===== config.mk =====
export PLATFORM = sky130hd
export DESIGN_NAME = dmem_arbiter
export DESIGN_NICKNAME = d
export VERILOG_FILES = /design/src/rtl/dmem_arb_pkg.sv /design/src/rtl/arb_starve_ctr.sv /design/src/rtl/dmem_arbiter.sv
export SDC_FILE = /design/constraint.sdc
export NUM_CORES = 1
export LEC_CHECK = 0
export CAP_MARGIN = 20
export CORE_AREA = 2 2 114 116
export DETAILED_ROUTE_END_ITERATION = 10
export DIE_AREA = 0 0 116 118
export PLACE_DENSITY = 0.72
export SETUP_SLACK_MARGIN = 0.2
export SLEW_MARGIN = 5
export SYNTH_ARGS = -nofsm -noshare
export SYNTH_HDL_FRONTEND = slang
export SYNTH_SLANG_ARGS = --single-unit

===== constraint.sdc =====
create_clock -name clk -period 2.6 [get_ports clk]
set_input_delay 0.52 -clock clk [delete_from_list [all_inputs] [get_ports clk]]
set_output_delay 0.52 -clock clk [all_outputs]
set_load 0.01 [all_outputs]

===== src/rtl/dmem_arb_pkg.sv =====
// dmem_arb_pkg: shared types and constants for the data-memory arbiter.
//   arb_state_e   : arbiter FSM states (normal CPU priority / forced DMA slot)
//   arb_gnt_e     : which requester owns the memory port this cycle
//   WORD_OFS_MASK : byte-offset bits cleared to form a word address
package dmem_arb_pkg;

    typedef enum logic {
        ARB_NORMAL    = 1'b0,
        ARB_FORCE_DMA = 1'b1
    } arb_state_e;

    typedef enum logic [1:0] {
        GNT_NONE = 2'd0,
        GNT_CPU  = 2'd1,
        GNT_DMA  = 2'd2
    } arb_gnt_e;

    localparam logic [1:0] WORD_OFS_MASK = 2'b11;

endpackage


===== src/rtl/arb_starve_ctr.sv =====
// arb_starve_ctr: counts consecutive cycles a valid DMA request is denied.
//   clk, rst     : clock, synchronous active-high reset
//   dma_valid_i  : DMA request valid
//   dma_acc_i    : DMA request accepted this cycle
//   hit_o        : this cycle's denial brings the count to STARVE_LIMIT
module arb_starve_ctr #(
    parameter int unsigned STARVE_LIMIT = 4,
    localparam int unsigned CNT_W = $clog2(STARVE_LIMIT + 1)
) (
    input  logic clk,
    input  logic rst,
    input  logic dma_valid_i,
    input  logic dma_acc_i,
    output logic hit_o
);

    logic [CNT_W-1:0] cnt_q;
    logic [CNT_W-1:0] cnt_d;
    logic             deny;

    always_comb begin
        deny  = dma_valid_i & ~dma_acc_i;
        cnt_d = '0;
        if (deny) begin
            cnt_d = (cnt_q != CNT_W'(STARVE_LIMIT)) ? cnt_q + CNT_W'(1) : cnt_q;
        end
        // Fires on the denial that takes the count from LIMIT-1 to LIMIT.
        hit_o = deny && (cnt_q == CNT_W'(STARVE_LIMIT - 1));
    end

    always_ff @(posedge clk) begin
        if (rst) begin
            cnt_q <= '0;
        end else begin
            cnt_q <= cnt_d;
        end
    end

endmodule


===== src/rtl/dmem_arbiter.sv =====
// dmem_arbiter: shares the single-port data memory between the MEM stage and
// a DMA/debug requester. CPU has priority; a starvation counter forces one
// DMA slot (stalling the pipeline if the CPU wanted the port).
//   clk, rst                          : clock, synchronous active-high reset
//   cpu_re/we/addr/wdata, cpu_rdata   : MEM-stage access, combinational read data
//   cpu_stall                         : freeze request to the hazard unit
//   dma_valid/we/addr/wdata, dma_ready: DMA request handshake
//   dma_rvalid, dma_rdata             : registered one-cycle read response
//   mem_a/we/wd, mem_rd               : DataMem port
module dmem_arbiter
    import dmem_arb_pkg::*;
#(
    parameter int unsigned DATA_W       = 32,
    parameter int unsigned ADDR_W       = 32,
    parameter int unsigned STARVE_LIMIT = 4
) (
    input  logic              clk,
    input  logic              rst,
    input  logic              cpu_re,
    input  logic              cpu_we,
    input  logic [ADDR_W-1:0] cpu_addr,
    input  logic [DATA_W-1:0] cpu_wdata,
    output logic [DATA_W-1:0] cpu_rdata,
    output logic              cpu_stall,
    input  logic              dma_valid,
    output logic              dma_ready,
    input  logic              dma_we,
    input  logic [ADDR_W-1:0] dma_addr,
    input  logic [DATA_W-1:0] dma_wdata,
    output logic              dma_rvalid,
    output logic [DATA_W-1:0] dma_rdata,
    output logic [ADDR_W-1:0] mem_a,
    output logic              mem_we,
    output logic [DATA_W-1:0] mem_wd,
    input  logic [DATA_W-1:0] mem_rd
);

    localparam logic [ADDR_W-1:0] ALIGN_MASK = ~ADDR_W'(WORD_OFS_MASK);

    arb_state_e        state_q, state_d;
    arb_gnt_e          gnt;
    logic              cpu_req;
    logic              dma_acc;
    logic              starve_hit;
    logic              rvalid_q, rvalid_d;
    logic [DATA_W-1:0] rdata_q, rdata_d;

    assign cpu_req = cpu_re | cpu_we;
    assign dma_acc = dma_valid & dma_ready;

    arb_starve_ctr #(
        .STARVE_LIMIT(STARVE_LIMIT)
    ) u_starve (
        .clk        (clk),
        .rst        (rst),
        .dma_valid_i(dma_valid),
        .dma_acc_i  (dma_acc),
        .hit_o      (starve_hit)
    );

    // Grant and handshake outputs. Kept apart from next-state so the
    // ready -> counter -> hit path does not loop back into this block.
    always_comb begin
        gnt       = GNT_NONE;
        dma_ready = 1'b0;
        cpu_stall = 1'b0;
        if (!rst) begin
            unique case (state_q)
                ARB_NORMAL: begin
                    if (cpu_req) begin
                        gnt = GNT_CPU;
                    end else if (dma_valid) begin
                        gnt       = GNT_DMA;
                        dma_ready = 1'b1;
                    end
                end
                ARB_FORCE_DMA: begin
                    gnt       = GNT_DMA;
                    dma_ready = dma_valid;
                    cpu_stall = cpu_req;
                end
                default: gnt = GNT_NONE;
            endcase
        end
    end

    always_comb begin
        state_d = ARB_NORMAL;
        if (state_q == ARB_NORMAL && starve_hit) begin
            state_d = ARB_FORCE_DMA;
        end
    end

    // Memory port mux; a wasted forced slot (no dma_valid) must not write.
    always_comb begin
        mem_a  = cpu_addr;
        mem_we = 1'b0;
        mem_wd = cpu_wdata;
        case (gnt)
            GNT_CPU: begin
                mem_a  = cpu_addr & ALIGN_MASK;
                mem_we = cpu_we;
                mem_wd = cpu_wdata;
            end
            GNT_DMA: begin
                mem_a  = dma_addr & ALIGN_MASK;
                mem_we = dma_we & dma_valid;
                mem_wd = dma_wdata;
            end
            default: mem_we = 1'b0;
        endcase
    end

    always_comb begin
        rvalid_d = dma_acc & ~dma_we;
        rdata_d  = rvalid_d ? mem_rd : rdata_q;
    end

    always_ff @(posedge clk) begin
        if (rst) begin
            state_q  <= ARB_NORMAL;
            rvalid_q <= 1'b0;
            rdata_q  <= '0;
        end else begin
            state_q  <= state_d;
            rvalid_q <= rvalid_d;
            rdata_q  <= rdata_d;
        end
    end

    assign cpu_rdata  = mem_rd;
    // A response already registered when rst rises is suppressed, not shown.
    assign dma_rvalid = rvalid_q & ~rst;
    assign dma_rdata  = rdata_q;

endmodule


==> flow_summary.yaml <==
routing:
  wl_met2_um: 6437
  dr_wl_met3_um: 1584
  wl_per_cell_um: 18.29
  drc_errors: 0
  viasPerCell: 4.420
  drtAntennaViolNets: 0
  top_layer_used: "met4"
  drtPass1Iterations: 4
  drt_iter0_drc: 168
  routed_wl_um: 13650
  wl_met1_um: 5284
  vias: 3297
critical_path:
  required_ns: 2.08
  cp_cell_sequence: "buf_6 -> nor2b_4 -> and2_4 -> a21oi_4 -> ha_4 -> or2_4 -> buf_6 -> buf_16 -> a22o_1 -> buf_2"
  worstPathMaxFanout: 8
  crit_path_max_incr_delay_ns: 0.24
  start_kind: "primary input"
  cpMaxStageDelayCell: "or2_4"
  cp_data_arrival_time_ns: 2.13
  worst_path_most_repeated_cell: "buf_6"
  path_buf_inv: 4
  worstSetupEndpointType: "primary output"
  criticalPathCategory: "primary input to primary output"
  critPathTopFamily: "simple AND/OR/NAND/NOR gates"
clock_network:
  clockBufferDepth: 2
  cts_tree: "built"
  clk_pin_slew_worst_paths_ns: 0.06
  htreeDepth: 2
  clkSinkCount: 37
  cts_buffers: 5
  cts_hold_buf: 0
  root_buffer: "clkbuf_16"
  insertion_delay_ns: 0.28
timing:
  finalWorstSetupSlack_ns: -0.04721
  finalSetupViolCount: 37
  hold_violations: 0
  finalCritPeriodShare_pct: 101.8
  rsz0062_at_grt: "true"
  slew_violations: 0
  timing.fmax_ghz: 0.3778
  period_minus_slack_ns: 2.647
  finalClockSkew_ns: 0.01000
  worstMarginPinSlew_ns: 0.2412
  finalSetupTns_ns: -0.7883
  maxSlewHeadroom_pct: 83.92
synth:
  syn_avg_cell_area_um2: 8.901
  ys_async_sr_fraction_pct: 0
  syn_area_um2: 2572
  synth_cell_type_count: 28
  synth_area_leaders: "dfxtp_1 29%, a22o_1 10%, o21ai_2 9.9%"
  yosys.area.top_type: "dfxtp_1"
  yosysWarnings: 0
  synth_nets: 461
  yosysMostFrequentCell: "dfxtp_1"
  synth_top_area_share_pct: 28.79
  synth_edf_count: 0
  seq_area_frac_synth_pct: 28.79
  synth_cells: 289
  ys_ff_latch: 37
  synth_ff_type: "dfxtp_1"
  synth_commonest_cells: "37 x dfxtp_1, 36 x nand2_1, 33 x nand3_1, 32 x buf_4, 30 x a22o_1"
final_layout:
  postLayoutCoreUtil_pct: 48.74
  multi_input_area_um2: 1602
  area_growth_pct: 135.2
  drive_gt1_share_pct: 31.88
  fillCellCount: 1137
  final_cells: 746
  fin_nets: 745
  regArea_um2: 740.7
  diodes: 0
placed_design:
  place_ws_ns: -0.8342
  gp_congestion: 0.9920
  io_buffers: 295
  placed_cells: 718
  hpwl_um: 10370
power:
  power.sequential.fraction_pct: 28.1
  clockPowerShare_pct: 33.6
  p_leak_nw: 2.459
  pwr-share-comb_pct: 38.3
  max-vdd-ir-drop_v: 0.0002392
  sw_frac_of_total_pct: 24.67
  power_density_nw_per_um2: 344.7
  power.switching_w: 0.0005145
  power.internal_w: 0.001571
  power.total_w: 0.002086
run:
  drv_cap: 0
floorplan:
  start_util_pct: 20.72
  core_area_um2: 12410
  rows: 41
  die_h_um: 118
  dieWidth_um: 116
  ios: 298
  die_area_um2: 13690
grt:
  antenna_found_initial: 0
  grt_pass1_wl_um: 18970
  grt_pass1_vias: 3430
  grt-ovfl-total: 0
  grt_max_degree: 31
  gr-usage-all-layers_pct: 17.96
min_path:
  hold_class: "register to register"
run_status:
  violations: "negative setup slack"
  status: "finished with violations"
[final timing paths]
kind,startpoint,endpoint,slack (ns),cells after the start
min,dma_rdata[30]$_SDFFE_PP0P_,dma_rdata[30]$_SDFFE_PP0P_,0.46,2
max,dma_valid,mem_a[7],-0.05,10
min reg2reg,dma_rdata[30]$_SDFFE_PP0P_,dma_rdata[30]$_SDFFE_PP0P_,0.46,2
max reg2reg,state_q$_SDFF_PP0_,dma_rdata[24]$_SDFFE_PP0P_,1.19,6
[layer usage]
metal / GRT usage (%) / vias up
met2: 30.88 / 190
met3: 5.819 / 22
met4: 4.539 / 0
met5: 0 / -
met1: 21.37 / 1515
li1: - / 1570
[kinds of logic (layout without fill, tap and decap cells)]
group	count (synthesis)	after routing	synth area share [%]
AO/OA/AOI/OAI	68	68	22.42
XOR/XNOR	1	1	0.3405
adder cells (fa/ha/maj)	6	6	2.918
buffers and inverters	60	345	15.95
flip-flops	37	37	28.79
multiplexers	32	32	14.01
AND/OR/NAND/NOR	85	85	15.56
[power by group through the flow]
stage | Clock (W) | Combinational (W) | Sequential [W]
floorplan | 0 | 0.000239 | 0.000604
finish | 0.000700 | 0.000799 | 0.000587
global placement | 0 | 0.000736 | 0.000598
detailed placement | 0 | 0.000737 | 0.000599
global route | 0.000739 | 0.000838 | 0.000588
CTS | 0.000723 | 0.000751 | 0.000587
[sequential cells by signal, summed over array words and instances, names as in the netlist]
name and count:
rvalid_q 1, dma_rdata 32, u_starve.cnt_q 3, state_q 1
[worst min-delay path: cells and delay by family, from the launching register on]
kind / cells / cell delay (ns)
flip-flops: 1 / 0.31
AO/OA/AOI/OAI: 1 / 0.05
AND/OR/NAND/NOR: 1 / 0.05
[per-stage QoR]
step	instance area [µm²]	hold slack [ns]
3_5_place_dp	5540	0.4520
5_1_grt	6051	0.4727
6_report	6051	0.4565
4_1_cts	5773	0.4614
3_3_place_gp	5540	0.4389
2_1_floorplan	2605	0.4592
[area by class of cell]
type                    count  area share, %
multi-input cells         192          26.47
well taps                 172          3.557
clock buffers               7          2.357
repair buffers            332          54.53
inverters                   5         0.3515
clock inverters             1         0.4963
flip-flops and latches     37          12.24
[cell usage in the layout (no fill, tap or decap), types with 2 or more instances in the layout]
| master | count |
|---|---|
| ha_4 | 2 |
| nor2_1 | 4 |
| mux2_1 | 3 |
| buf_16 | 4 |
| and2_1 | 2 |
| o21ai_2 | 29 |
| ha_1 | 4 |
| dfxtp_1 | 37 |
| clkdlybuf4s50_1 | 226 |
| o21ai_1 | 3 |
| buf_6 | 33 |
| a22o_1 | 30 |
| clkbuf_16 | 7 |
| buf_4 | 25 |
| mux2_4 | 28 |
| inv_1 | 4 |
| dlygate4sd2_1 | 2 |
| buf_12 | 6 |
| buf_2 | 32 |
| nand3_1 | 33 |
| a21oi_1 | 2 |
| nand2_1 | 36 |
[repair_timing]
item                                    CTS  global route
gates resized for setup                 321            42
endpoints found under the setup margin   67            63
gates cloned                              4             2
setup buffers                            11             3
pin swaps                                 9             6
No activity file was read; power rests on OpenSTA's default activity.
